$ cat config.mk
export PLATFORM = sky130hd
export DESIGN_NAME = z80_dma_busmaster_flat
export DESIGN_NICKNAME = d
export VERILOG_FILES = /design/src/rtl/z80_dma_busmaster_if.sv /design/src/rtl/z80_dma_busmaster.sv /design/src/flat_wrapper.sv
export SDC_FILE = /design/constraint.sdc
export NUM_CORES = 1
export LEC_CHECK = 0
export CAP_MARGIN = 20
export CORE_MARGIN = 2
export CORE_UTILIZATION = 40
export CTS_BUF_LIST = sky130_fd_sc_hd__clkbuf_4 sky130_fd_sc_hd__clkbuf_8 sky130_fd_sc_hd__clkbuf_16
export DETAILED_ROUTE_END_ITERATION = 12
export GPL_TIMING_DRIVEN = 0
export HOLD_SLACK_MARGIN = 0.15
export PLACE_DENSITY = 0.79
export SLEW_MARGIN = 15
export SYNTH_ARGS = -nofsm -noshare
export SYNTH_HDL_FRONTEND = slang
export SYNTH_SLANG_ARGS = --single-unit
$ cat constraint.sdc
create_clock -name eclk -period 2.34 [get_ports eclk]
set_input_delay 0.351 -clock eclk [delete_from_list [all_inputs] [get_ports eclk]]
set_output_delay 0.351 -clock eclk [all_outputs]
set_load 0.01 [all_outputs]
$ cat src/rtl/z80_dma_busmaster_if.sv
// System-bus bundle between the DMA block-copy engine, chip_z80 (bus handshake) and the RAM.
// Signal names follow the SoC bus naming; the leading underscore marks active-low lines.
interface z80_dma_busmaster_if;
   logic        _busrq;
   logic        _busak;
   logic        bus_oe;
   logic [15:0] ab_o;
   logic [7:0]  db_o;
   logic [7:0]  db_i;
   logic        _mreq_o;
   logic        _rd_o;
   logic        _wr_o;

   modport master (
      output _busrq, bus_oe, ab_o, db_o, _mreq_o, _rd_o, _wr_o,
      input  _busak, db_i
   );

   modport slave (
      input  _busrq, bus_oe, ab_o, db_o, _mreq_o, _rd_o, _wr_o,
      output _busak, db_i
   );
endinterface

$ cat src/rtl/z80_dma_busmaster.sv
// Block-copy DMA: borrows the Z80 bus via _busrq/_busak, copies len bytes src->dst, returns the bus.
// state | meaning
// IDLE  | waiting for start
// REQ   | _busrq low, waiting for synchronised _busak low
// RD    | memory read of src, ACC_CYCLES long
// WR    | memory write to dst, ACC_CYCLES long (_wr_o held off on the first cycle)
// REL   | _busrq high, waiting for synchronised _busak high
// DONE  | one-cycle done pulse
// ABORT | one-cycle error pulse after a _busak timeout
module z80_dma_busmaster #(
   parameter int ACC_CYCLES    = 4,
   parameter int BUSAK_TIMEOUT = 1023
) (
   input  logic                        eclk,
   input  logic                        ereset,
   input  logic                        start,
   input  logic [15:0]                 src_addr,
   input  logic [15:0]                 dst_addr,
   input  logic [15:0]                 len,
   output logic                        busy,
   output logic                        done,
   output logic                        error,
   z80_dma_busmaster_if.master         bus
);

   localparam int TW = $clog2((BUSAK_TIMEOUT > ACC_CYCLES) ? BUSAK_TIMEOUT : ACC_CYCLES);
   localparam logic [TW-1:0] ACC_LOAD = TW'(ACC_CYCLES - 1);
   localparam logic [TW-1:0] TO_LOAD  = TW'(BUSAK_TIMEOUT - 1);

   typedef enum logic [2:0] {
      S_IDLE, S_REQ, S_RD, S_WR, S_REL, S_DONE, S_ABORT
   } state_t;

   state_t        state_q, state_d;
   logic [TW-1:0] cnt_q, cnt_d;
   logic [15:0]   src_q, src_d;
   logic [15:0]   dst_q, dst_d;
   logic [15:0]   rem_q, rem_d;
   logic [7:0]    data_q, data_d;
   logic          busak_q;

   always_ff @(posedge eclk) begin
      if (ereset) begin
         state_q <= S_IDLE;
         cnt_q   <= '0;
         src_q   <= '0;
         dst_q   <= '0;
         rem_q   <= '0;
         data_q  <= '0;
         busak_q <= 1'b1;
      end else begin
         state_q <= state_d;
         cnt_q   <= cnt_d;
         src_q   <= src_d;
         dst_q   <= dst_d;
         rem_q   <= rem_d;
         data_q  <= data_d;
         busak_q <= bus._busak;
      end
   end

   // cnt_q is a down-counter; each state loads it on entry and watches for zero
   always_comb begin
      state_d = state_q;
      cnt_d   = (cnt_q != '0) ? cnt_q - TW'(1) : '0;
      src_d   = src_q;
      dst_d   = dst_q;
      rem_d   = rem_q;
      data_d  = data_q;
      unique case (state_q)
         S_IDLE: begin
            if (start) begin
               src_d = src_addr;
               dst_d = dst_addr;
               rem_d = len;
               if (len == 16'd0) begin
                  state_d = S_DONE;
               end else begin
                  state_d = S_REQ;
                  cnt_d   = TO_LOAD;
               end
            end
         end
         S_REQ: begin
            if (!bus._busak && !busak_q) begin
               state_d = S_RD;
               cnt_d   = ACC_LOAD;
            end else if (cnt_q == '0) begin
               state_d = S_ABORT;
            end
         end
         S_RD: begin
            if (cnt_q == '0) begin
               data_d  = bus.db_i;
               state_d = S_WR;
               cnt_d   = ACC_LOAD;
            end
         end
         S_WR: begin
            if (cnt_q == '0) begin
               src_d = src_q + 16'd1;
               dst_d = dst_q + 16'd1;
               rem_d = rem_q - 16'd1;
               if (rem_q == 16'd1) begin
                  state_d = S_REL;
                  cnt_d   = TO_LOAD;
               end else begin
                  state_d = S_RD;
                  cnt_d   = ACC_LOAD;
               end
            end
         end
         S_REL: begin
            if (bus._busak && busak_q) begin
               state_d = S_DONE;
            end else if (cnt_q == '0) begin
               state_d = S_ABORT;
            end
         end
         S_DONE:  state_d = S_IDLE;
         S_ABORT: state_d = S_IDLE;
         default: state_d = S_IDLE;
      endcase
   end

   // All outputs decode from registered state, so a reset shows on the very next cycle
   assign busy        = (state_q == S_REQ) || (state_q == S_RD) || (state_q == S_WR) || (state_q == S_REL);
   assign done        = (state_q == S_DONE);
   assign error       = (state_q == S_ABORT);
   assign bus._busrq  = !((state_q == S_REQ) || (state_q == S_RD) || (state_q == S_WR));
   assign bus.bus_oe  = (state_q == S_RD) || (state_q == S_WR);
   assign bus.ab_o    = (state_q == S_RD) ? src_q : ((state_q == S_WR) ? dst_q : 16'h0000);
   assign bus.db_o    = (state_q == S_WR) ? data_q : 8'h00;
   assign bus._mreq_o = !((state_q == S_RD) || (state_q == S_WR));
   assign bus._rd_o   = !(state_q == S_RD);
   assign bus._wr_o   = !((state_q == S_WR) && (cnt_q != ACC_LOAD));

endmodule
$ cat src/flat_wrapper.sv
// flat-port wrapper written by rule: the top's interface ports become plain ports
module z80_dma_busmaster_flat 
#(
   parameter int ACC_CYCLES    = 4,
   parameter int BUSAK_TIMEOUT = 1023
)
  (eclk, ereset, start, src_addr, dst_addr, len, busy, done, error, bus__busrq, bus_bus_oe, bus_ab_o, bus_db_o, bus__mreq_o, bus__rd_o, bus__wr_o, bus__busak, bus_db_i);
  z80_dma_busmaster_if bus_i ();
  input  logic eclk;
  input  logic ereset;
  input  logic start;
  input  logic [15:0] src_addr;
  input  logic [15:0] dst_addr;
  input  logic [15:0] len;
  output logic busy;
  output logic done;
  output logic error;
  output wire logic [$bits(bus_i._busrq)-1:0] bus__busrq;
  output wire logic [$bits(bus_i.bus_oe)-1:0] bus_bus_oe;
  output wire logic [$bits(bus_i.ab_o)-1:0] bus_ab_o;
  output wire logic [$bits(bus_i.db_o)-1:0] bus_db_o;
  output wire logic [$bits(bus_i._mreq_o)-1:0] bus__mreq_o;
  output wire logic [$bits(bus_i._rd_o)-1:0] bus__rd_o;
  output wire logic [$bits(bus_i._wr_o)-1:0] bus__wr_o;
  input wire logic [$bits(bus_i._busak)-1:0] bus__busak;
  input wire logic [$bits(bus_i.db_i)-1:0] bus_db_i;
  assign bus__busrq = bus_i._busrq;
  assign bus_bus_oe = bus_i.bus_oe;
  assign bus_ab_o = bus_i.ab_o;
  assign bus_db_o = bus_i.db_o;
  assign bus__mreq_o = bus_i._mreq_o;
  assign bus__rd_o = bus_i._rd_o;
  assign bus__wr_o = bus_i._wr_o;
  assign bus_i._busak = bus__busak;
  assign bus_i.db_i = bus_db_i;
  z80_dma_busmaster #(.ACC_CYCLES(ACC_CYCLES), .BUSAK_TIMEOUT(BUSAK_TIMEOUT)) u_core (.eclk(eclk), .ereset(ereset), .start(start), .src_addr(src_addr), .dst_addr(dst_addr), .len(len), .busy(busy), .done(done), .error(error), .bus(bus_i));
endmodule
==> insert_results.sql, run 1 <==
INSERT INTO impl_metrics (metric_group, metric, value, unit) VALUES
('timing', 'hold_slack', '0.492', 'ns'),
('floorplanning', 'total_die_area', '0.0119', 'sq mm'),
('floorplanning', 'io_pins', '92', ''),
('critical_path', 'worst_r2r_path_depth', '6', ''),
('power_and_ir_drop', 'power_density', '938', 'mW/mm^2'),
('cts', 'cts_sinks', '70', ''),
('final_layout', 'post_route_cells_drive_above_1_share', '9.23', '%'),
('cts', 'cts_root_buf', 'clkbuf_8', ''),
('cts', 'holdBufCountCts', '0', ''),
('cts', 'cts_tree', 'built', ''),
('synthesis', 'ys_async_sr_fraction', '0', '%'),
('critical_path', 'critPathRequiredTime', '1.99', 'ns'),
('placed_design', 'post_dp_cell_area', '0.00550', 'sq mm'),
('synthesis', 'postSynthRegisterBits', '70', ''),
('critical_path', 'regToRegEndpoint', 'u_core.src_q[15]', ''),
('grt', 'grt_start_max_net_pins', '22', ''),
('cts', 'cts_htree_levels', '3', ''),
('synthesis', 'synthesis.area', '0.00442', 'sq mm'),
('cts', 'cts-buffers-inserted', '9', ''),
('critical_path', 'start_to_end_type_of_the_worst_setup_path', 'reg -> out', ''),
('timing', 'maxClockFrequency', '0.436', 'GHz'),
('critical_path', 'worstReg2RegStart', 'u_core.src_q[6]', ''),
('critical_path', 'cp_cell_sequence', 'and3b_4, and2_1, clkdlybuf4s50_1', ''),
('synthesis', 'synth_top_flop_cell', 'dfxtp_1', ''),
('final_layout', 'nets', '766', ''),
('timing', 'timing.final.ws_setup', '0.0465', 'ns'),
('route', 'route.vias.total', '5249', ''),
('timing', 'final_max_slew_viol_count', '0', ''),
('placed_design', 'dp_worst_setup_slack', '-0.508', 'ns'),
('floorplanning', 'dieWidth', '109', 'um'),
('critical_path', 'critPathLaunchType', 'flop', ''),
('final_layout', 'fin_area', '0.00591', 'sq mm'),
('grt', 'grt_first_pass_wirelength', '25300', 'um'),
('timing', 'final-hold-violation-count', '0', ''),
('synthesis', 'ys_seq_area_share', '31.7', '%'),
('critical_path', 'worst-path-max-fanout', '21', ''),
('synthesis', 'synth.area.top_cells', 'dfxtp_1 (32%), nor2_1 (5.9%), mux2i_1 (5.7%)', ''),
('run_status', 'run_status', 'finished, final reports clean', ''),
('grt', 'groute.usage.overall', '27.4', '%'),
('floorplanning', 'placementRows', '38', ''),
('grt', 'grt_pass1_vias', '4883', ''),
('placed_design', 'place.gp.congestion', '0.968', ''),
('synthesis', 'synthDominantAreaCellType', 'dfxtp_1', ''),
('placed_design', 'port_buffers', '91', ''),
('final_layout', 'n_fill_cell', '1023', ''),
('route', 'firstDrtPassIters', '7', ''),
('timing', 'tightest_slew', '0.807', 'ns'),
('floorplanning', 'coreArea', '0.0108', 'sq mm'),
('timing', 'worst_slew_margin_rel', '46.2', '%'),
('route', 'drtIter0Drc', '564', ''),
('final_layout', 'synthToLayoutAreaGrowth', '33.9', '%'),
('route', 'route.antenna.remaining_nets', '0', ''),
('floorplanning', 'floorplan.initialDensity', '40.9', '%'),
('hold_path', 'holdCritStartpoint', 'u_core.data_q[4]', ''),
('synthesis', 'synth_enable_flop_cells', '0', ''),
('hold_path', 'timing.hold.worst.class', 'reg -> reg', ''),
('critical_path', 'critPathCaptureType', 'output port', ''),
('critical_path', 'r2r_slack', '0.05', 'ns'),
('route', 'routed_wl', '16500', 'um'),
('power_and_ir_drop', 'irDropWorstVdd', '409', 'uV'),
('final_layout', 'final-seq-area', '0.00141', 'sq mm'),
('critical_path', 'timing.critical_path.arrival', '1.94', 'ns'),
('placed_design', 'hpwlAfterDp', '11700', 'um'),
('cts', 'worst_setup_hold_path_clk_slew', '0.08', 'ns'),
('route', 'detail_route.drc_violations', '0', ''),
('grt', 'grt_antenna_before_repair', '0', ''),
('final_layout', 'multi_input_logic_area', '0.00287', 'sq mm'),
('flow_run', 'maxCapViolCount', '0', ''),
('synthesis', 'synth.avg_cell_area', '7.41', 'sq um'),
('route', 'vias_per_cell', '6.22', ''),
('synthesis', 'synthesis.nets', '662', '');
where the power goes:
part,switching (mW),internal [mW]
sequential,0.378,1.48
clock,0.498,0.595
combinational,1.47,1.13
state kept, by name (all words and copies together) (netlist names):
| name | count |
|---|---|
| u_core.dst_q | 16 |
| u_core.rem_q | 16 |
| u_core.src_q | 16 |
| u_core.cnt_q | 10 |
| u_core.data_q | 8 |
| u_core.state_q | 3 |
| u_core.busak_q | 1 |
metal layers:
layer,track usage (%),wire length [um],vias to the layer above
met3,4.66,1770,44
met1,36.0,6600,2440
met2,43.1,7460,353
met5,0,0,-
li1,-,-,2412
met4,14.2,674,0
logic make-up (layout without fill, tap and decap cells):
logic type	after synthesis	after routing	synth area share, %
DFF	70	70	31.7
AOI/OAI and AO/OA	178	178	25.9
adders and majority gates	6	6	1.70
buffers and inverters	59	167	5.35
muxes	25	25	5.66
xor gates and xnor gates	8	8	1.59
and+or+nand+nor	250	250	28.1
cells in the final DEF (no fill, tap or decap), drive strengths merged, types with 4 or more instances in the layout:
cell | synthesis | routed
or2 | 7 | 7
o22ai | 13 | 13
buf | 9 | 16
a22oi | 6 | 6
mux2i | 25 | 25
xnor2 | 7 | 7
or4 | 5 | 5
a211oi | 10 | 10
nor2 | 70 | 70
dlymetal6s2s | 0 | 5
a32o | 4 | 4
ha | 6 | 6
o21a | 4 | 4
o41ai | 6 | 6
a31oi | 7 | 7
o31ai | 4 | 4
nand2 | 60 | 60
nor4 | 16 | 16
a21oi | 41 | 41
clkinv | 1 | 5
clkbuf | 37 | 41
clkdlybuf4s50 | 0 | 85
a2bb2oi | 10 | 10
dfxtp | 70 | 70
nand3 | 21 | 21
inv | 12 | 12
a21o | 4 | 4
or3 | 6 | 6
nor3 | 24 | 24
and4 | 5 | 5
a311oi | 6 | 6
o21ai | 49 | 49
nand4 | 10 | 10
and2 | 11 | 11
area by class of cell:
| cell class | count | share of cell area, % |
|---|---|---|
| Buffer | 42 | 3.96 |
| Multi-Input combinational cell | 467 | 48.4 |
| Inverter | 13 | 0.910 |
| Clock inverter | 6 | 1.48 |
| Clock buffer | 9 | 2.09 |
| Tap cell | 140 | 2.96 |
| Timing Repair Buffer | 97 | 16.4 |
| Sequential cell | 70 | 23.8 |
worst max-delay path: cells and delay by family (launching register included):
| family | cells | cell delay [ns] |
|---|---|---|
| AND/OR/NAND/NOR | 2 | 0.69 |
| flip-flops | 1 | 0.37 |
| buffers and inverters | 1 | 0.53 |
what timing repair did:
action,CTS,global route
pin swaps,1,4
setup endpoints to repair,97,84
setup buffers,4,2
gates resized for setup,33,35
per-stage QoR:
stage,total power [mW],TNS (ns),cells
floorplan,3.38,0,596
global placement,4.09,-20.97,827
detailed placement,4.17,-24.66,827
CTS,5.36,0,843
global route,5.84,-0.0107,844
finish,5.55,0,844
worst max path at each step:
stage | start | endpoint | slack [ns] | cells after the start
floorplan | u_core.cnt_q[0] | u_core.rem_q[14] | 0.10 | 9
global placement | u_core.state_q[1] | bus_db_o[1] | -0.47 | 6
finish | u_core.state_q[2] | bus_db_o[3] | 0.05 | 3
global route | u_core.cnt_q[0] | u_core.dst_q[3] | -0.01 | 9
CTS | u_core.state_q[0] | bus_ab_o[8] | 0.006 | 5
detailed placement | u_core.state_q[1] | bus_db_o[0] | -0.51 | 6
Note: power is estimated with default switching activity, not from simulation.
==> run 2, diff against run 1 <==
--- a/config.mk
+++ b/config.mk
@@ -10,9 +10,10 @@
 export CORE_UTILIZATION = 40
 export CTS_BUF_LIST = sky130_fd_sc_hd__clkbuf_4 sky130_fd_sc_hd__clkbuf_8 sky130_fd_sc_hd__clkbuf_16
 export DETAILED_ROUTE_END_ITERATION = 12
+export DONT_BUFFER_PORTS = 1
 export GPL_TIMING_DRIVEN = 0
 export HOLD_SLACK_MARGIN = 0.15
-export PLACE_DENSITY = 0.79
+export PLACE_DENSITY = 0.68
 export SLEW_MARGIN = 15
 export SYNTH_ARGS = -nofsm -noshare
 export SYNTH_HDL_FRONTEND = slang
==> constraint.sdc (replaced) <==
create_clock -name eclk -period 2.05 [get_ports eclk]
set_input_delay 0.3075 -clock eclk [delete_from_list [all_inputs] [get_ports eclk]]
set_output_delay 0.3075 -clock eclk [all_outputs]
set_load 0.01 [all_outputs]
==> run 2 against run 1 <==
  * The flow now finishes with violations (negative setup slack)
  * Die area unchanged
  * Highest routed layer unchanged
  * First-iteration DRC count up 23%
  * Hold slack worse by 0.33 ns
  * Combinational power up 38%
  * Critical path depth up 7
==> insert_results.sql, run 2 (synthesis gave the netlist of run 1 again) <==
INSERT INTO impl_metrics (metric_group, metric, value, unit) VALUES
('run_status', 'run_status', 'finished with violations', ''),
('run_status', 'failing_checks', 'negative setup slack', ''),
('route', 'routed_wl', '17000', 'um'),
('grt', 'groute.usage.overall', '28.1', '%'),
('final_layout', 'final_cell_count_no_fill', '788', ''),
('power_and_ir_drop', 'irDropWorstVdd', '733', 'uV'),
('route', 'route.antenna.remaining_nets', '0', ''),
('grt', 'grt_first_pass_wirelength', '25500', 'um'),
('timing', 'timing.final.ws_setup', '-0.134', 'ns'),
('floorplanning', 'placementRows', '38', ''),
('timing', 'period_utilization_post_route', '107', '%'),
('power_and_ir_drop', 'power_density', '1170', 'mW/mm^2'),
('power_and_ir_drop', 'power_frac_seq', '31.7', '%'),
('final_layout', 'synthToLayoutAreaGrowth', '30.6', '%'),
('final_layout', 'final-seq-area', '0.00141', 'sq mm'),
('power_and_ir_drop', 'share_clk_of_total_power', '15.3', '%'),
('placed_design', 'port_buffers', '0', ''),
('timing', 'worst_slew_margin_rel', '41.3', '%'),
('grt', 'global_route.overflow_total', '0', ''),
('final_layout', 'multi_input_logic_area', '0.00317', 'sq mm'),
('route', 'route.vias.total', '5154', ''),
('cts', 'cts_tree', 'built', ''),
('floorplanning', 'die_height', '109', 'um'),
('critical_path', 'critPathCaptureType', 'flop', ''),
('hold_path', 'timing.hold.worst.class', 'in -> reg', ''),
('timing', 'period_minus_slack', '2.18', 'ns'),
('placed_design', 'post_dp_cell_area', '0.00463', 'sq mm'),
('grt', 'grt_antenna_before_repair', '0', ''),
('floorplanning', 'dieWidth', '109', 'um'),
('cts', 'worst_skew_pair.late_latency', '0.37', 'ns'),
('timing', 'final_setup_skew', '0.0113', 'ns'),
('floorplanning', 'io_pins', '92', ''),
('cts', 'worst_setup_hold_path_clk_slew', '0.08', 'ns'),
('critical_path', 'critPathRequiredTime', '2.28', 'ns'),
('final_layout', 'n_fill_cell', '971', ''),
('power_and_ir_drop', 'swShare', '42.9', '%'),
('floorplanning', 'coreArea', '0.0108', 'sq mm'),
('power_and_ir_drop', 'power.static_leakage', '1.99', 'nW'),
('timing', 'tightest_slew', '0.880', 'ns'),
('flow_run', 'maxCapViolCount', '0', ''),
('placed_design', 'place.gp.congestion', '0.929', ''),
('critical_path', 'worst-path-max-fanout', '7', ''),
('cts', 'cts_htree_levels', '3', ''),
('power_and_ir_drop', 'combPwrFrac', '53.0', '%'),
('route', 'wire_per_inst', '21.6', 'um'),
('placed_design', 'dp_cells', '736', ''),
('cts', 'cts_sinks', '70', ''),
('placed_design', 'hpwlAfterDp', '11100', 'um'),
('cts', 'clock_tree.buffer_depth', '2', ''),
('power_and_ir_drop', 'design_internal_power', '3.87', 'mW'),
('timing', 'final-hold-violation-count', '0', ''),
('final_layout', 'reg_top3', 'u_core.dst_q x16, u_core.rem_q x16, u_core.src_q x16', ''),
('power_and_ir_drop', 'post-layout-total-power', '6.78', 'mW'),
('final_layout', 'post_route_cells_drive_above_1_share', '23.8', '%'),
('final_layout', 'layout_common_cells', 'dfxtp_1 (63), nor2_1 (62), nand2_1 (53), a21oi_1 (31), o21ai_0 (30)', ''),
('final_layout', 'fin_area', '0.00577', 'sq mm'),
('final_layout', 'nets', '712', ''),
('route', 'firstDrtPassIters', '6', ''),
('grt', 'grt_start_max_net_pins', '11', ''),
('floorplanning', 'total_die_area', '0.0119', 'sq mm'),
('final_layout', 'layout.cells.most_common', 'dfxtp_1', ''),
('timing', 'final_max_slew_viol_count', '0', ''),
('route', 'detail_route.drc_violations', '0', ''),
('floorplanning', 'floorplan.initialDensity', '40.9', '%'),
('timing', 'setup_viol', '38', ''),
('critical_path', 'start_to_end_type_of_the_worst_setup_path', 'reg -> reg', ''),
('critical_path', 'timing.critical_path.arrival', '2.41', 'ns'),
('route', 'drtIter0Drc', '694', ''),
('power_and_ir_drop', 'switchingPower', '2.91', 'mW'),
('timing', 'maxClockFrequency', '0.458', 'GHz'),
('timing', 'rsz_0062_raised_after_global_routing', 'yes', ''),
('critical_path', 'critPathLaunchType', 'flop', ''),
('cts', 'cts_root_buf', 'clkbuf_8', ''),
('grt', 'grt_pass1_vias', '4800', ''),
('final_layout', 'antenna-diode-count', '0', ''),
('placed_design', 'dp_worst_setup_slack', '-0.603', 'ns'),
('route', 'vias_per_cell', '6.54', ''),
('cts', 'cts-buffers-inserted', '9', '');
run 2: cell types whose count changed in the layout (fill, tap and decap cells not counted), moves of 11 or more:
cell,before,now
dlygate4sd3_1,0,16
clkdlybuf4s50_1,85,0
o21ai_2,0,11
o21ai_0,44,30
clkbuf_1,25,14
run 2: final cells by class:
| class | instances | share of cell area, % |
|---|---|---|
| buffer | 41 | 5.29 |
| clock buffer | 12 | 2.75 |
| clock inverter | 1 | 0.130 |
| inverter | 13 | 0.933 |
| multi-input combinational | 467 | 54.9 |
| sequential | 70 | 24.5 |
| tap | 140 | 3.04 |
| timing repair buffer | 44 | 8.46 |
run 2: routing by layer:
| metal | track usage (%) | part of all wire, % | wire length, um | up-vias |
|---|---|---|---|---|
| met4 | 13.5 | 3.7 | 633 | 0 |
| met3 | 8.97 | 13 | 2200 | 59 |
| li1 | - | - | - | 2308 |
| met2 | 42.9 | 45 | 7700 | 357 |
| met5 | 0 | 0 | 0 | - |
| met1 | 35.7 | 38 | 6500 | 2430 |
run 2: worst paths after layout:
kind / startpoint / to / slack (ns) / depth (start not counted)
setup / recovery: u_core.cnt_q[0] / u_core.dst_q[15] / -0.13 / 10
setup reg to reg: u_core.cnt_q[0] / u_core.dst_q[15] / -0.13 / 10
hold reg to reg: u_core.rem_q[6] / u_core.rem_q[6] / 0.49 / 2
hold / removal: len[5] / u_core.rem_q[5] / 0.16 / 2
run 2: per-stage QoR:
| step | util [%] | hold WS [ns] | TNS, ns |
|---|---|---|---|
| after floorplan | - | 0.414 | -0.976 |
| after global placement | 42.9 | 0.416 | -33.04 |
| after detailed placement | 42.9 | 0.417 | -33.14 |
| after CTS | 50.7 | 0.157 | -2.23 |
| after global routing | 53.5 | 0.170 | -5.78 |
| final | 53.5 | 0.160 | -1.98 |
run 2: worst max-delay path, cell delays in order (launching register included):
cell and delay, ns:
dfxtp_4 0.36, inv_4 0.06, ha_4 0.13, or4b_4 0.50, nor4_4 0.18, buf_4 0.16
or2_4 0.14, buf_12 0.15, buf_6 0.10, mux2i_1 0.17, a31oi_1 0.09
run 2: timing repair:
item                                    4_1_cts  5_1_grt
pin swaps                                    31       26
hold buffers                                 16        0
buffers inserted                             12        8
gates cloned                                  8        0
endpoints found under the setup margin       97       78
hold endpoints to repair                     16        0
gates resized for setup                     107       67
run 2: power by group through the flow:
stage / clock network (mW) / registers (mW) / logic, mW
after floorplan: 0 / 1.99 / 1.95
after global placement: 0 / 2.07 / 2.46
after detailed placement: 0 / 2.09 / 2.50
after CTS: 1.03 / 2.09 / 3.17
after global routing: 1.09 / 2.19 / 3.83
final: 1.04 / 2.15 / 3.59
==> run 3, diff against run 2 <==
--- a/config.mk
+++ b/config.mk
@@ -6,6 +6,7 @@
 export NUM_CORES = 1
 export LEC_CHECK = 0
 export CAP_MARGIN = 20
+export CORE_ASPECT_RATIO = 1.75
 export CORE_MARGIN = 2
 export CORE_UTILIZATION = 40
 export CTS_BUF_LIST = sky130_fd_sc_hd__clkbuf_4 sky130_fd_sc_hd__clkbuf_8 sky130_fd_sc_hd__clkbuf_16
==> constraint.sdc (replaced) <==
create_clock -name eclk -period 1.8 [get_ports eclk]
set_input_delay 0.27 -clock eclk [delete_from_list [all_inputs] [get_ports eclk]]
set_output_delay 0.27 -clock eclk [all_outputs]
set_load 0.01 [all_outputs]
==> run 3 against run 2 <==
  * The flow still finishes with violations (negative setup slack)
  * Clock power up 76%
  * Combinational power up 30%
  * Worst setup slack worse by 0.29 ns
  * Total power up 33%
  * Global-route usage up 2.2 points
  * Wire length up 11%
  * First-iteration DRC count down 22%
  * Critical path depth unchanged
  * Design area up 8.8%
  * Critical endpoint unchanged
  * Largest cell class unchanged
==> insert_results.sql, run 3 (synthesis gave the netlist of run 1 again) <==
INSERT INTO impl_metrics (metric_group, metric, value, unit) VALUES
('route', 'firstDrtPassIters', '8', ''),
('run_status', 'run_status', 'finished with violations', ''),
('grt', 'grt_antenna_before_repair', '0', ''),
('final_layout', 'layout_common_cells', 'dfxtp_1 (60), nand2_1 (51), nor2_1 (46), a21oi_1 (26), nor3_1 (21)', ''),
('timing', 'period_utilization_post_route', '124', '%'),
('critical_path', 'worstReg2RegStart', 'u_core.cnt_q[0]', ''),
('power_and_ir_drop', 'power_density', '1440', 'mW/mm^2'),
('power_and_ir_drop', 'power.static_leakage', '2.11', 'nW'),
('route', 'routed_wl', '19000', 'um'),
('grt', 'groute.usage.overall', '30.3', '%'),
('final_layout', 'post_route_cells_drive_above_1_share', '31.9', '%'),
('critical_path', 'critPathLaunchType', 'flop', ''),
('placed_design', 'hpwlAfterDp', '12200', 'um'),
('cts', 'cts_htree_levels', '3', ''),
('timing', 'setup_tns', '-19.64', 'ns'),
('route', 'wire_per_inst', '24.1', 'um'),
('floorplanning', 'total_die_area', '0.0119', 'sq mm'),
('grt', 'grt_start_max_net_pins', '11', ''),
('grt', 'global_route.overflow_total', '0', ''),
('final_layout', 'antenna-diode-count', '0', ''),
('final_layout', 'finish.utilization', '58.3', '%'),
('placed_design', 'post_dp_cell_area', '0.00463', 'sq mm'),
('floorplanning', 'placementRows', '50', ''),
('timing', 'timing.final.ws_setup', '-0.424', 'ns'),
('floorplanning', 'coreArea', '0.0108', 'sq mm'),
('floorplanning', 'dieWidth', '83.4', 'um'),
('cts', 'worst_setup_hold_path_clk_slew', '0.06', 'ns'),
('final_layout', 'reg_top3', 'u_core.dst_q x16, u_core.rem_q x16, u_core.src_q x16', ''),
('run_status', 'failing_checks', 'negative setup slack', ''),
('hold_path', 'min_path_cells', '2', ''),
('route', 'route.antenna.remaining_nets', '0', ''),
('power_and_ir_drop', 'irDropWorstVdd', '1350', 'uV'),
('final_layout', 'final_cell_count_no_fill', '786', ''),
('critical_path', 'worst-path-max-fanout', '6', ''),
('cts', 'cts_tree', 'built', ''),
('grt', 'grt_first_pass_wirelength', '28100', 'um'),
('route', 'route.vias.total', '5358', ''),
('power_and_ir_drop', 'post-layout-total-power', '9.02', 'mW'),
('placed_design', 'port_buffers', '0', ''),
('critical_path', 'critPathCaptureType', 'flop', ''),
('critical_path', 'critPathRequiredTime', '1.98', 'ns'),
('timing', 'final-hold-violation-count', '0', ''),
('floorplanning', 'die_height', '143', 'um'),
('timing', 'setup_viol', '62', ''),
('final_layout', 'nets', '720', ''),
('floorplanning', 'floorplan.initialDensity', '41.1', '%'),
('placed_design', 'dp_worst_setup_slack', '-0.842', 'ns'),
('critical_path', 'crit_path_start', 'u_core.cnt_q[0]', ''),
('timing', 'final_max_slew_viol_count', '0', ''),
('route', 'drtIter0Drc', '542', ''),
('final_layout', 'synthToLayoutAreaGrowth', '42.1', '%'),
('cts', 'cts_root_buf', 'clkbuf_16', ''),
('critical_path', 'worst_r2r_path_depth', '10', ''),
('hold_path', 'timing.hold.worst.class', 'in -> reg', ''),
('timing', 'worst_slew_margin_rel', '42.0', '%'),
('placed_design', 'place.gp.congestion', '0.956', ''),
('hold_path', 'holdCritStartpoint', 'len[5]', ''),
('grt', 'grt_pass1_vias', '5202', ''),
('placed_design', 'dp_cells', '726', ''),
('cts', 'cts_sinks', '70', ''),
('route', 'vias_per_cell', '6.82', ''),
('final_layout', 'layout.cells.most_common', 'dfxtp_1', ''),
('critical_path', 'start_to_end_type_of_the_worst_setup_path', 'reg -> reg', ''),
('cts', 'clock_tree.buffer_depth', '2', ''),
('timing', 'final_setup_skew', '0.00570', 'ns'),
('timing', 'hold_slack', '0.165', 'ns'),
('cts', 'cts-buffers-inserted', '9', ''),
('timing', 'period_minus_slack', '2.22', 'ns'),
('timing', 'tightest_slew', '0.870', 'ns'),
('floorplanning', 'io_pins', '92', ''),
('route', 'detail_route.drc_violations', '0', ''),
('flow_run', 'maxCapViolCount', '0', ''),
('timing', 'maxClockFrequency', '0.450', 'GHz'),
('timing', 'rsz_0062_raised_after_global_routing', 'yes', ''),
('cts', 'worst_skew_pair.late_latency', '0.34', 'ns'),
('critical_path', 'timing.critical_path.arrival', '2.41', 'ns'),
('final_layout', 'fin_area', '0.00628', 'sq mm');
run 3: cell type report:
| type | instances | area [sq um] |
|---|---|---|
| plain buffers | 39 | 325 |
| clock buffers | 12 | 267 |
| inverters | 13 | 56.3 |
| fillers | 926 | 4480 |
| repair buffers | 53 | 584 |
| clock inverters | 1 | 30.0 |
| well taps | 130 | 163 |
| flip-flops and latches | 70 | 1420 |
| multi-input cells | 468 | 3430 |
run 3: final timing paths:
check                                        end  slack (ns)
worst max register to register  u_core.dst_q[15]       -0.42
worst max-delay path            u_core.dst_q[15]       -0.42
worst min register to register   u_core.rem_q[6]        0.49
worst min-delay path             u_core.rem_q[5]        0.16
run 3: timing repair:
item                       4_1_cts  5_1_grt
pin swaps                       43       36
setup buffers                   23       12
hold endpoints to repair        17        0
resized for setup              186       80
cloned                          10        0
hold buffers                    17        0
setup endpoints to repair       98       91
run 3: routing by layer:
layer	vias to the layer above	track usage [%]	part of all wire, %
li1	2330	-	-
met1	2510	30.0	32
met2	400	53.8	50
met3	118	7.11	9.9
met4	0	24.0	8.0
met5	-	0	0
run 3: critical path, cell delays in order (launching register included):
cell,delay [ns]
dfxtp_4,0.35
inv_4,0.06
ha_4,0.12
or4b_4,0.49
nor4_4,0.20
buf_4,0.17
or2_4,0.13
buf_12,0.13
buf_6,0.10
mux2i_1,0.19
a31oi_1,0.11
run 3: power by group:
| group | switching, mW | total [mW] | internal [mW] |
|---|---|---|---|
| logic | 2.50 | 4.65 | 2.15 |
| registers | 0.609 | 2.55 | 1.94 |
| clock network | 0.667 | 1.83 | 1.16 |
| total | 3.77 | 9.02 | 5.25 |
==> edit 1, RTL diff (settings of run 2) <==
Put a register stage on the outputs `busy`, `done` and `error`, with the module's reset. The values now appear one clock later. The other outputs are not delayed to match. Comments in the files are not updated.
--- a/src/rtl/z80_dma_busmaster.sv
+++ b/src/rtl/z80_dma_busmaster.sv
@@ -126,5 +126,13 @@
    // All outputs decode from registered state, so a reset shows on the very next cycle
-   assign busy        = (state_q == S_REQ) || (state_q == S_RD) || (state_q == S_WR) || (state_q == S_REL);
-   assign done        = (state_q == S_DONE);
-   assign error       = (state_q == S_ABORT);
+   always_ff @(posedge eclk) begin
+      if (ereset) begin
+         busy  <= '0;
+         done  <= '0;
+         error <= '0;
+      end else begin
+         busy  <= (state_q == S_REQ) || (state_q == S_RD) || (state_q == S_WR) || (state_q == S_REL);
+         done  <= (state_q == S_DONE);
+         error <= (state_q == S_ABORT);
+      end
+   end
    assign bus._busrq  = !((state_q == S_REQ) || (state_q == S_RD) || (state_q == S_WR));
Function: changed (Yosys sat finds a counterexample within 4 cycles, from zero or initial values and one cycle with ereset high).
==> edit 1 against run 2 <==
The flow still finishes with violations (setup timing); critical path depth is the same; die area increased by 2.6%; hold slack better by 0.0037 ns; routed wire length increased by 1.9%; worst setup slack worse by 0.00050 ns; area after synthesis up 2.7%; largest power group unchanged; total power decreased by 12%; cell area is 1.3% higher; sequential cell count increased by 3.
==> edit 1: results (changes against run 2) <==
Layout:
- The fraction of final layout cells with drive strength greater than 1 is 0.2183 (was 0.2377).
- The number of non-clock buffers in the layout is 92 (was 85).
- The synthesis-to-finish area growth is 28.91% (was 30.59%).
- The fill cell total of the finished layout is 1,043 (was 971).

STA:
- The setup total negative slack came to -4.377 ns (was -1.980 ns).
- The hold slack came to 0.1639 ns (was 0.1602 ns).
- The final worst-path setup slack is -0.1341 ns (was -0.1336 ns).
- The final-report setup violation count was 56 (was 38).

GRT:
- The met3 track utilization from global routing was 0.06202 (was 0.08966).
- The met1 capacity usage during global routing was 0.3333 (was 0.3569).

Run status:
- Violations in the final reports: setup timing (unchanged).
- Result of the run: complete, but fails checks (unchanged).

Clock network:
- The clock root buffer was clkbuf_16 (was clkbuf_8).
- The later-pin clock latency in the skew report is 0.35 ns (was 0.37 ns).

Synthesis:
- The sequential element share of the synthesized area was 0.3222 (was 0.3172).
- The area share of fa/ha/maj cells after synthesis is 0.01655 (was 0.01699).
- The post-synthesis xor/xnor area fraction is 0.01159 (was 0.01586).

Detailed routing:
- The total number of vias came to 5,108 (was 5,154).
- The DRC marker count from the first detailed-route iteration is 442 (was 694).

Placement:
- The sum of net half-perimeters after detailed placement was 11,340 um (was 11,090 um).
- The number of instances in the placed design was 737 (was 736).
- The area after detailed placement came to 0.004767 mm2 (was 0.004634 mm2).

Critical path:
- The reg-to-reg endpoint is u_core.rem_q[5] (was u_core.dst_q[15]).
- The origin of the worst setup path is u_core.cnt_q[1] (was u_core.cnt_q[0]).

Power:
- The cell-internal power is 3.687 mW (was 3.867 mW).

Min path:
- The endpoint of the worst hold path is u_core.data_q[2] (was u_core.rem_q[5]).
-- edit 1: cell count changes after synthesis, moves of 5 or more --
| cell | before | now |
|---|---|---|
| nor3_1 | 24 | 18 |
| a21oi_1 | 41 | 53 |
| a2bb2oi_1 | 10 | 4 |
| nand2_1 | 60 | 49 |
| buf_1 | 3 | 8 |
| a22oi_1 | 6 | 1 |
-- edit 1: what timing repair did --
item | 4_1_cts | 5_1_grt
hold endpoints to repair | 14 | 0
endpoints found under the setup margin | 96 | 78
cloned | 6 | 1
pin swaps | 19 | 25
setup buffers | 18 | 8
hold buffers | 14 | 0
resized for setup | 63 | 57
-- edit 1: power groups by stage --
stage,combinational [mW],clock [mW],sequential [mW]
after floorplan,1.36,0,1.93
after global placement,1.71,0,1.99
after detailed placement,1.75,0,2.01
after CTS,2.08,1.66,1.98
after global routing,2.48,1.71,2.05
final,2.33,1.65,2.01
==> edit 2, RTL diff (flow settings as in run 2) <==
Without the edit above. `ACC_CYCLES` is set to 4 in 2 places; all go to 8.
--- a/src/rtl/z80_dma_busmaster.sv
+++ b/src/rtl/z80_dma_busmaster.sv
@@ -10,3 +10,3 @@
 module z80_dma_busmaster #(
-   parameter int ACC_CYCLES    = 4,
+   parameter int ACC_CYCLES    = 8,
    parameter int BUSAK_TIMEOUT = 1023
--- a/src/flat_wrapper.sv
+++ b/src/flat_wrapper.sv
@@ -3,3 +3,3 @@
 #(
-   parameter int ACC_CYCLES    = 4,
+   parameter int ACC_CYCLES    = 8,
    parameter int BUSAK_TIMEOUT = 1023
Function: changed (a bounded check fails within 10 cycles, from zero or initial values and one cycle with ereset high).
==> edit 2 against run 2 <==
Critical path type unchanged; synthesized cell count increased by 4.0%; die area rose by 1.1%; utilization fell by 3.3 points; routed wire length fell by 3.7%; cell area shrank 5.3%; area after synthesis grew 1.2%; non-clock buffer count down 4; worst setup slack gained 0.094 ns; total power is 24% lower; the run still ends with setup timing left; sequential cell count unchanged; first-iteration DRC count up 1.3%; clock skew shrank 0.0016 ns.
==> edit 2: results (changes against run 2) <==
Placement:
- The last weighted congestion value of the routability-driven placer is 0.9257 (was 0.9287).
- The area after detailed placement is 0.004657 mm2 (was 0.004634 mm2).
- The sum of net half-perimeters after detailed placement came to 11,270 um (was 11,090 um).
- The worst slack at placement is -0.7498 ns (was -0.6029 ns).

Detailed routing:
- The total number of vias is 5,073 (was 5,154).
- The DRC marker count from the first detailed-route iteration came to 703 (was 694).
- The total wire length after detailed routing is 16,390 um (was 17,030 um).
- The number of search-and-repair iterations in the first detailed-routing pass is 5 (was 6).
- The detail-routed via count per cell is 6.278 (was 6.541).

GRT:
- The global routing usage summed across all routing layers is 0.2794 (was 0.2806).
- The wire length of the first global-routing pass came to 25,450 um (was 25,540 um).
- The via count of the first global-routing pass is 4,769 (was 4,800).

STA:
- The final worst-path setup slack is -0.03953 ns (was -0.1336 ns).
- The worst slew margin relative to its limit is 0.5590 (was 0.4132).
- The largest clock skew in the final design came to 0.009685 ns (was 0.01128 ns).
- The final-report setup violation count is 1 (was 38).

Critical path:
- The largest fanout of any net on the critical path was 5 (was 7).
- The length in cells of the worst reg-to-reg path came to 4 (was 10).
- The critical path arrival is 2.37 ns (was 2.41 ns).
- The end point of the critical path was u_core.cnt_q[9] (was u_core.dst_q[15]).

Layout:
- The fraction of final layout cells with drive strength greater than 1 is 0.1482 (was 0.2377).
- The net count of the finished layout is 729 (was 712).

Synthesis:
- Ranking of synthesized cells by instance count: nand2_1 (75), nor2_1 (74), dfxtp_1 (70) (was dfxtp_1 (70), nor2_1 (69), nand2_1 (60)).
- The number of unique standard cell types used by synthesis was 56 (was 58).
- The count of mapped cells out of synthesis came to 620 (was 596).

Run status:
- Violations in the final reports: setup timing (unchanged).
- Result of the run: complete, but fails checks (unchanged).

Power:
- The leakage power is 2.023 nW (was 1.988 nW).
-- edit 2: changes by cell type in the layout (fill, tap and decap cells not counted), moves of 7 or more --
cell and change:
nand2_1 +22, buf_6 -8, nor2_1 +7, a21oi_1 +35
o32ai_1 +8, o22ai_1 -7, a21oi_2 -9, o21ai_1 -7
o21ai_2 -11, o21ai_0 +8, o31ai_1 +7
-- edit 2: cells by family (layout without fill, tap and decap cells) --
family,after synthesis,after routing,share of synthesized area
AOI/OAI and AO/OA,185,185,0.2595
xor gates and xnor gates,7,7,0.01372
adders and majority gates,6,6,0.01680
buffers and inverters,61,109,0.05263
DFF,70,70,0.3135
muxes,25,25,0.05627
and+or+nand+nor,266,266,0.2875
-- edit 2: per-layer routing --
layer / global-route usage / vias up / part of all wire
met5: 0 / - / 0
met4: 0.1230 / 0 / 0.032
met3: 0.08714 / 46 / 0.12
met2: 0.4268 / 324 / 0.45
met1: 0.3613 / 2352 / 0.40
li1: - / 2351 / -
-- edit 2: worst max-delay path, cell delays in order, from the launching register on --
cell and delay [ns]:
dfxtp_2 0.34, or4_4 0.53, or4b_4 0.53, o41a_1 0.33
a311oi_1 0.26
-- edit 2: power groups by stage --
| stage | sequential, mW | combinational, mW | clock [mW] |
|---|---|---|---|
| 6_report | 1.93 | 2.11 | 1.14 |
| 5_1_grt | 1.96 | 2.31 | 1.21 |
| 4_1_cts | 1.90 | 1.87 | 1.16 |
| 3_5_place_dp | 1.91 | 1.69 | 0 |
| 3_3_place_gp | 1.90 | 1.66 | 0 |
| 2_1_floorplan | 1.83 | 1.30 | 0 |
-- edit 2: repair_timing --
action	CTS	global route
endpoints found under the setup margin	97	85
hold endpoints to repair	19	0
gates resized for setup	51	44
pin swaps	5	6
hold buffers	19	0
setup buffers	9	7
gates cloned	0	2
-- edit 2: cell type report --
cell class	count	area [um2]
fillers	1021	5425
multi-input cells	489	2987
flip-flops and latches	70	1406
repair buffers	37	364.1
plain buffers	44	287.8
clock buffers	16	195.2
well taps	140	175.2
inverters	12	47.55
-- edit 2: how the worst min path moves through the flow --
stage,from,end,slack [ns],depth (start not counted)
floorplan,bus__busak,u_core.busak_q,0.41,1
global placement,bus__busak,u_core.busak_q,0.42,1
detailed placement,bus__busak,u_core.busak_q,0.42,1
CTS,dst_addr[3],u_core.dst_q[3],0.15,2
global route,dst_addr[3],u_core.dst_q[3],0.17,2
finish,dst_addr[3],u_core.dst_q[3],0.17,2
-- edit 2: stage by stage --
stage          setup TNS (ns)  hold WS, ns
3_3_place_gp           -36.96       0.4162
2_1_floorplan               0       0.4141
3_5_place_dp           -39.68       0.4172
4_1_cts              -0.03180       0.1504
5_1_grt               -0.1165       0.1675
6_report             -0.03953       0.1664
